==> src/rtl/tick_period_meter.sv <==
// Tick period meter: measures clock cycles between rising edges of tick_in and flags lock/overflow.
// Optional input synchronizer enabled by defining TICK_SYNC_EN.
module tick_period_meter #(
    parameter int unsigned WIDTH       = 16,
    parameter int unsigned LOCK_COUNT  = 4,
    parameter int unsigned SYNC_STAGES = 2
) (
    input  logic             clock,
    input  logic             reset_n,
    input  logic             enable,
    input  logic             tick_in,
    input  logic             clear_ovf,
    output logic [WIDTH-1:0] period,
    output logic             period_valid,
    output logic             locked,
    output logic             overflow
);

    typedef enum logic [1:0] {
        S_IDLE       = 2'd0,
        S_WAIT_FIRST = 2'd1,
        S_MEASURE    = 2'd2
    } state_t;

    localparam logic [3:0]       LOCK_MAX = 4'(LOCK_COUNT - 1);
    localparam logic [WIDTH-1:0] ONE      = {{(WIDTH-1){1'b0}}, 1'b1};

    if (LOCK_COUNT < 2 || LOCK_COUNT > 15 || SYNC_STAGES < 2) begin : g_bad_params
        $error("tick_period_meter: LOCK_COUNT must be 2..15 and SYNC_STAGES >= 2");
    end

    state_t           r_state;
    logic [WIDTH-1:0] r_count;
    logic [WIDTH-1:0] r_period;
    logic             r_period_valid;
    logic             r_locked;
    logic             r_overflow;
    logic [3:0]       r_match;
    logic             r_tick_q;
    logic             w_tick_s;
    logic             w_rise;

`ifdef TICK_SYNC_EN
    logic [SYNC_STAGES-1:0] r_sync;

    always_ff @(posedge clock or negedge reset_n) begin
        if (!reset_n) begin
            r_sync <= '0;
        end else begin
            r_sync <= {r_sync[SYNC_STAGES-2:0], tick_in};
        end
    end

    assign w_tick_s = r_sync[SYNC_STAGES-1];
`else
    assign w_tick_s = tick_in;
`endif

    assign w_rise = w_tick_s & ~r_tick_q;

    always_ff @(posedge clock or negedge reset_n) begin
        if (!reset_n) begin
            r_state        <= S_IDLE;
            r_count        <= '0;
            r_period       <= '0;
            r_period_valid <= 1'b0;
            r_locked       <= 1'b0;
            r_overflow     <= 1'b0;
            r_match        <= '0;
            r_tick_q       <= 1'b0;
        end else begin
            r_tick_q       <= w_tick_s;
            r_period_valid <= 1'b0;
            // Clear first so a same-cycle overflow below takes priority.
            if (clear_ovf) begin
                r_overflow <= 1'b0;
            end
            if (!enable) begin
                r_state  <= S_IDLE;
                r_count  <= '0;
                r_locked <= 1'b0;
                r_match  <= '0;
            end else begin
                case (r_state)
                    S_IDLE: begin
                        r_count <= '0;
                        r_state <= S_WAIT_FIRST;
                    end
                    S_WAIT_FIRST: begin
                        if (w_rise) begin
                            r_count <= ONE;
                            r_state <= S_MEASURE;
                        end
                    end
                    S_MEASURE: begin
                        if (w_rise) begin
                            r_period       <= r_count;
                            r_period_valid <= 1'b1;
                            r_count        <= ONE;
                            if (r_count == r_period) begin
                                if (r_match != LOCK_MAX) begin
                                    r_match <= r_match + 4'd1;
                                    if (r_match + 4'd1 == LOCK_MAX) begin
                                        r_locked <= 1'b1;
                                    end
                                end
                            end else begin
                                r_match  <= '0;
                                r_locked <= 1'b0;
                            end
                        end else if (r_count == '1) begin
                            r_overflow <= 1'b1;
                            r_locked   <= 1'b0;
                            r_match    <= '0;
                            r_count    <= '0;
                            r_state    <= S_WAIT_FIRST;
                        end else begin
                            r_count <= r_count + ONE;
                        end
                    end
                    default: begin
                        r_state <= S_IDLE;
                    end
                endcase
            end
        end
    end

    assign period       = r_period;
    assign period_valid = r_period_valid;
    assign locked       = r_locked;
    assign overflow     = r_overflow;

endmodule

==> config.mk <==
export PLATFORM = sky130hd
export DESIGN_NAME = tick_period_meter
export DESIGN_NICKNAME = d
export VERILOG_FILES = /design/src/rtl/tick_period_meter.sv
export SDC_FILE = /design/constraint.sdc
export NUM_CORES = 1
export LEC_CHECK = 0
export CORE_UTILIZATION = 27
export DETAILED_ROUTE_END_ITERATION = 10
export DONT_BUFFER_PORTS = 1
export GPL_TIMING_DRIVEN = 0
export HOLD_SLACK_MARGIN = 0.02
export SLEW_MARGIN = 10
export SYNTH_ARGS = -nofsm -noshare
export SYNTH_HDL_FRONTEND = slang
export SYNTH_SLANG_ARGS = --single-unit
export TNS_END_PERCENT = 10
==> constraint.sdc <==
create_clock -name clock -period 2.1 [get_ports clock]
set_input_delay 0.42 -clock clock [delete_from_list [all_inputs] [get_ports clock]]
set_output_delay 0.42 -clock clock [all_outputs]
set_load 0.01 [all_outputs]
==> results of run 1 <==
-- registers in the layout, indices dropped and copies added (netlist names) --
signal / cells
locked: 1
overflow: 1
period: 16
period_valid: 1
r_count: 16
r_match: 4
r_state: 2
r_tick_q: 1
-- per-layer routing --
metal	vias up	share of wire, %
li1	893	-
met1	910	46
met2	35	47
met3	4	5.6
met4	0	0.89
met5	-	0
-- cell usage in the layout, fill, tap and decap left out, types with 2 or more instances in the layout --
cell type,Yosys,routed
ha_1,6,5
nor2b_1,3,3
a31oi_1,2,2
nor3_1,9,8
o21ai_0,20,20
a211oi_1,2,2
nor3b_1,3,3
inv_1,8,8
buf_6,3,3
buf_4,1,3
a21oi_1,11,11
dfrtp_1,42,40
a32oi_1,4,4
nand3_1,10,9
nand4_1,7,7
clkbuf_8,5,12
xnor2_1,17,17
o31ai_1,3,3
bufinv_16,0,2
dfrtp_2,0,2
clkbuf_2,0,2
nor2_1,9,8
mux2_2,16,16
and3_1,4,4
o41ai_1,3,3
nand2_1,22,22
and2_1,3,3
nor4_4,1,2
nand2b_1,2,2
nand3_2,1,2
-- kinds of logic after synthesis --
| logic type | Yosys count | synth area share [%] |
|---|---|---|
| compound gates | 51 | 13.4 |
| xor+xnor | 18 | 6.44 |
| fa+ha+maj | 6 | 3.07 |
| buf+inv | 22 | 6.50 |
| flops | 42 | 43.0 |
| mux | 17 | 7.77 |
| simple gates | 84 | 19.9 |
-- power by group through the flow --
stage                     Sequential, mW  Combinational, mW  Clock (mW)
after detailed placement           0.851              0.146           0
after global placement             0.850              0.143           0
after CTS                          0.836              0.181       0.818
after global routing               0.839              0.210       0.849
final                              0.836              0.188       0.798
after floorplan                    0.847              0.114           0
-- critical path, delay by kind of cell, from the launching register on --
family                     cells  cell delay [ns]
adders and majority gates      1             0.18
buffers and inverters          1             0.18
and+or+nand+nor                3             0.92
AOI/OAI and AO/OA              2             0.25
DFF                            1             0.45
-- per-stage QoR --
step	hold slack (ns)	utilization, %	TNS, ns
after floorplan	0.124	-	0
after global placement	0.126	29.5	-4.19
after detailed placement	0.126	29.5	-5.72
after CTS	0.133	32.0	0
after global routing	0.125	32.5	-0.151
final	0.143	32.5	0
-- layout make-up --
class	instances	area share, %
plain buffers	14	5.10
clock inverters	2	2.11
repair buffers	4	1.85
flip-flops and latches	42	37.0
clock buffers	6	2.90
inverters	8	1.05
well taps	108	4.75
multi-input cells	176	45.2
-- final timing paths --
path                            start         end  slack, ns  cells past startpoint
min in group asynchronous     reset_n   period[2]       0.66                      2
max in group asynchronous     reset_n  r_count[1]       1.22                      2
min reg2reg                r_state[0]  r_state[0]       0.58                      2
max reg2reg                r_count[0]      locked       0.04                      7
max                        r_count[0]      locked       0.04                      7
min                           tick_in    r_tick_q       0.14                      0
-- timing repair --
action / 4_1_cts / 5_1_grt
resized for setup: 13 / 7
endpoints found under the setup margin: 28 / 23
buffers inserted: 0 / 2
hold buffers: 2 / 0
pin swaps: 1 / 2
hold endpoints to repair: 42 / 0
==> impl_metrics.ini, run 1 <==
[sta]
worst_slack_ns = 0.0389
period_minus_slack_ns = 2.06
fmax_ghz = 0.485
drv_slew = 0
fin_skew_ns = 0.00663
finalCritPeriodShare_pct = 98.1
rsz0062_at_grt = yes
setup_viol = 0
tightest_slew_ns = 0.882
hold_viol = 0
slew-limit-headroom_pct = 40.7

[cells_and_area]
fin_area_um2 = 2850
seq_area_um2 = 1050
multiInputGateArea_um2 = 1290
syn_to_final_growth_pct = 16.4
instances_no_fill = 360
drive_gt1_share_pct = 21.4
nets = 262
num_antenna_cells = 0
fillers = 913

[floorplan]
start_util_pct = 27.9
fp.dieW_um = 97.2
core_um2 = 8760
dieHeight_um = 97.2
die-area_um2 = 9440
io_pins = 24
num_rows = 34

[power]
ir_drop_mv = 0.227
p_leak_nw = 1.21
swShare_pct = 23.2
internal_power_mw = 1.40
seq_power_share_pct = 45.9
p_total_mw = 1.82
power_switching_mw = 0.423
clkPwrFrac_pct = 43.8
power.density_nw_per_um2 = 640
power_frac_comb_pct = 10.3

[synth]
synth_edf_count = 0
synthTopCellsByArea = dfrtp_1 (43%), mux2_2 (7.4%), xnor2_1 (6.1%)
ys_seq_area_share_pct = 43.0
ys_types = 45
yosys-top-cells-count = dfrtp_1 (42), nand2_1 (22), o21ai_0 (20), xnor2_1 (17), mux2_2 (16)
ys_warn_count = 0
yosysTopAreaCellShare_pct = 43.0
post-synth-top-area-cell = dfrtp_1
synthFlopType = dfrtp_1
ys_ff_latch = 42
syn-num-nets = 251
synthArstFlopShare_pct = 100
post-synth-top-count-cell = dfrtp_1
syn_area_per_cell_um2 = 10.2
synthesis.area_um2 = 2450
synth_cells = 240

[critical_path]
start_kind = flip-flop
crit_slowest_cell = or4_1
critPathMaxFanout = 10
cp_cell_sequence = ha_4 -> nand3_2 -> nor4_4 -> buf_4 -> o22ai_4 -> or4_1 -> a21oi_1
required_ns = 2.33
criticalPathCategory = reg -> reg
worstPathArrival_ns = 2.29
cp_slowest_stage_delay_ns = 0.53
end_kind = flip-flop

[global_route]
grt-ovfl-total = 0
grt-busiest-layer = met2
grt_start_max_net_pins = 43
use_met1_pct = 16.8
gr-usage-met2_pct = 18.9
met3_usage_pct = 4.10
antenna_found_initial = 0
grt_pass1_wl_um = 9330
grt_pass1_vias = 1780
grt_util_all_layers_pct = 12.5

[job]
cap_violations = 0

[routing]
drt_iter0_markers = 122
ant_nets = 0
drcViolationCount = 0
routed_wl_um = 5610
via_count = 1842
first_pass_iters = 4
vias_per_cell = 5.12
wl_per_cell_um = 15.6

[placed_design]
gp_congestion = 0.760
place_area_um2 = 2580
place_hpwl_um = 3860
portBuffers = 0
place_ws_ns = -0.390
dpl.cell_count = 348

[cts]
path_clk_slew_ns = 0.09
clk_latency_ns = 0.29
cts-root-buf = clkbuf_8
numCtsBuffers = 5
tritoncts = yes
clk_path_buf_depth = 2
cts.htree.levels = 2
clock-sinks = 42

[worst_hold_path]
hp-class = in -> reg

[run_status]
status = complete, no violations
Power figures use the tool's default switching activity.
==> run 2: changes to the inputs <==
Settings changed: MAX_ROUTING_LAYER set to met4, PLACE_DENSITY_LB_ADDON set to 0.12, SKIP_LAST_GASP set to 1.
==> impl_metrics.ini, run 2 (synthesized netlist as in run 1, its figures left out) <==
[run_status]
status = finished with violations
violations = negative setup slack

[routing]
drt_iter0_markers = 70
drcViolationCount = 0
first_pass_iters = 4
vias_per_cell = 5.08
ant_nets = 0
wl_per_cell_um = 15.8
via_count = 1854
routed_wl_um = 5780

[critical_path]
criticalPathCategory = reg -> reg
end_kind = flip-flop
start_kind = flip-flop
required_ns = 2.33
crit_path_end = locked
rr_endpoint = locked
worstPathArrival_ns = 2.34
reg2reg_slack_ns = -0.001
r2r_start = r_count[0]
critPathMaxFanout = 7
ff2ff_path_depth = 6
crit_start = r_count[0]

[sta]
hold_viol = 0
slew-limit-headroom_pct = 40.8
fin_skew_ns = 0.00849
period_minus_slack_ns = 2.10
setup_viol = 1
drv_slew = 0
worst_slack_ns = -0.00109
tightest_slew_ns = 0.881
rsz0062_at_grt = yes
finalCritPeriodShare_pct = 100
setup_tns_ns = -0.00109
fmax_ghz = 0.476

[cells_and_area]
multiInputGateArea_um2 = 1280
num_antenna_cells = 0
drive_gt1_share_pct = 22.2
syn_to_final_growth_pct = 15.8
seq_area_um2 = 1050
utilization_pct = 32.3
layout_commonest_cell = dfrtp_1
fillers = 922
mostFrequentLayoutCells = dfrtp_1 (40), nand2_1 (22), o21ai_0 (20), xnor2_1 (17), mux2_2 (16)
nets = 267

[floorplan]
core_um2 = 8760
dieHeight_um = 97.2
start_util_pct = 27.9
num_rows = 34
fp.dieW_um = 97.2
die-area_um2 = 9440
io_pins = 24

[cts]
cts-root-buf = clkbuf_8
numCtsBuffers = 5
tritoncts = yes
path_clk_slew_ns = 0.08
clock-sinks = 42
clk_path_buf_depth = 2
cts.htree.levels = 2
clk_latency_ns = 0.30

[placed_design]
place_ws_ns = -0.477
place_hpwl_um = 4020
gp_congestion = 0.818
portBuffers = 0

[global_route]
grt-ovfl-total = 0
antenna_found_initial = 0
grt_start_max_net_pins = 43
grt_pass1_wl_um = 9670
grt-busiest-layer = met2
grt_pass1_vias = 1818
gr-usage-met2_pct = 20.4
met3_usage_pct = 3.31
use_met1_pct = 17.7
grt_util_all_layers_pct = 13.4

[power]
p_leak_nw = 1.23
power.density_nw_per_um2 = 594
ir_drop_mv = 0.254

[job]
cap_violations = 0

[worst_hold_path]
hp-class = in -> reg
min_delay_path_depth = 0
[run 2: critical path, stage by stage (launching register included)]
cell	delay (ns)
dfrtp_2	0.42
ha_2	0.24
nand3_2	0.12
nor4_4	0.42
o22ai_4	0.16
or4_1	0.53
a21oi_1	0.14
[run 2: worst min-delay path by stage]
stage                            end  slack (ns)  startpoint
after floorplan               locked        0.12     reset_n
after global placement    r_match[2]        0.13     reset_n
after detailed placement  r_match[2]        0.13     reset_n
after CTS                   r_tick_q        0.13     tick_in
after global routing        r_tick_q        0.12     tick_in
final                       r_tick_q        0.15     tick_in
[run 2: metal layers]
layer / vias up / part of all wire (%)
met4: 0 / 1.2
li1: 909 / -
met3: 4 / 4.0
met2: 36 / 45
met1: 905 / 50
met5: - / 0
[run 2: metrics by stage]
step                cells  hold WS [ns]  power (mW)  area (um^2)
finish                365         0.147        1.68         2830
global route          365         0.124        1.78         2830
CTS                   358         0.133        1.71         2750
detailed placement    348         0.126        1.00         2580
global placement      348         0.125        1.00         2580
floorplan             240         0.124       0.962         2450
[run 2: cell type report]
| cell class | count | share of cell area, % |
|---|---|---|
| timing repair buffer | 9 | 3.18 |
| sequential | 42 | 37.2 |
| clock buffer | 7 | 2.69 |
| multi-input combinational | 176 | 45.2 |
| buffer | 14 | 4.81 |
| tap | 108 | 4.77 |
| clock inverter | 1 | 1.06 |
| inverter | 8 | 1.06 |
[run 2: what timing repair did]
item | 4_1_cts | 5_1_grt
buffers inserted | 0 | 7
setup endpoints to repair | 29 | 29
hold buffers | 2 | 0
endpoints found under the hold margin | 42 | 0
pin swaps | 1 | 2
gates cloned | 0 | 0
gates resized for setup | 7 | 10
[run 2: power by group]
part,total (mW),internal [mW],switching [mW]
sequential,0.834,0.821,0.0132
combinational,0.197,0.0781,0.119
clock,0.652,0.356,0.296
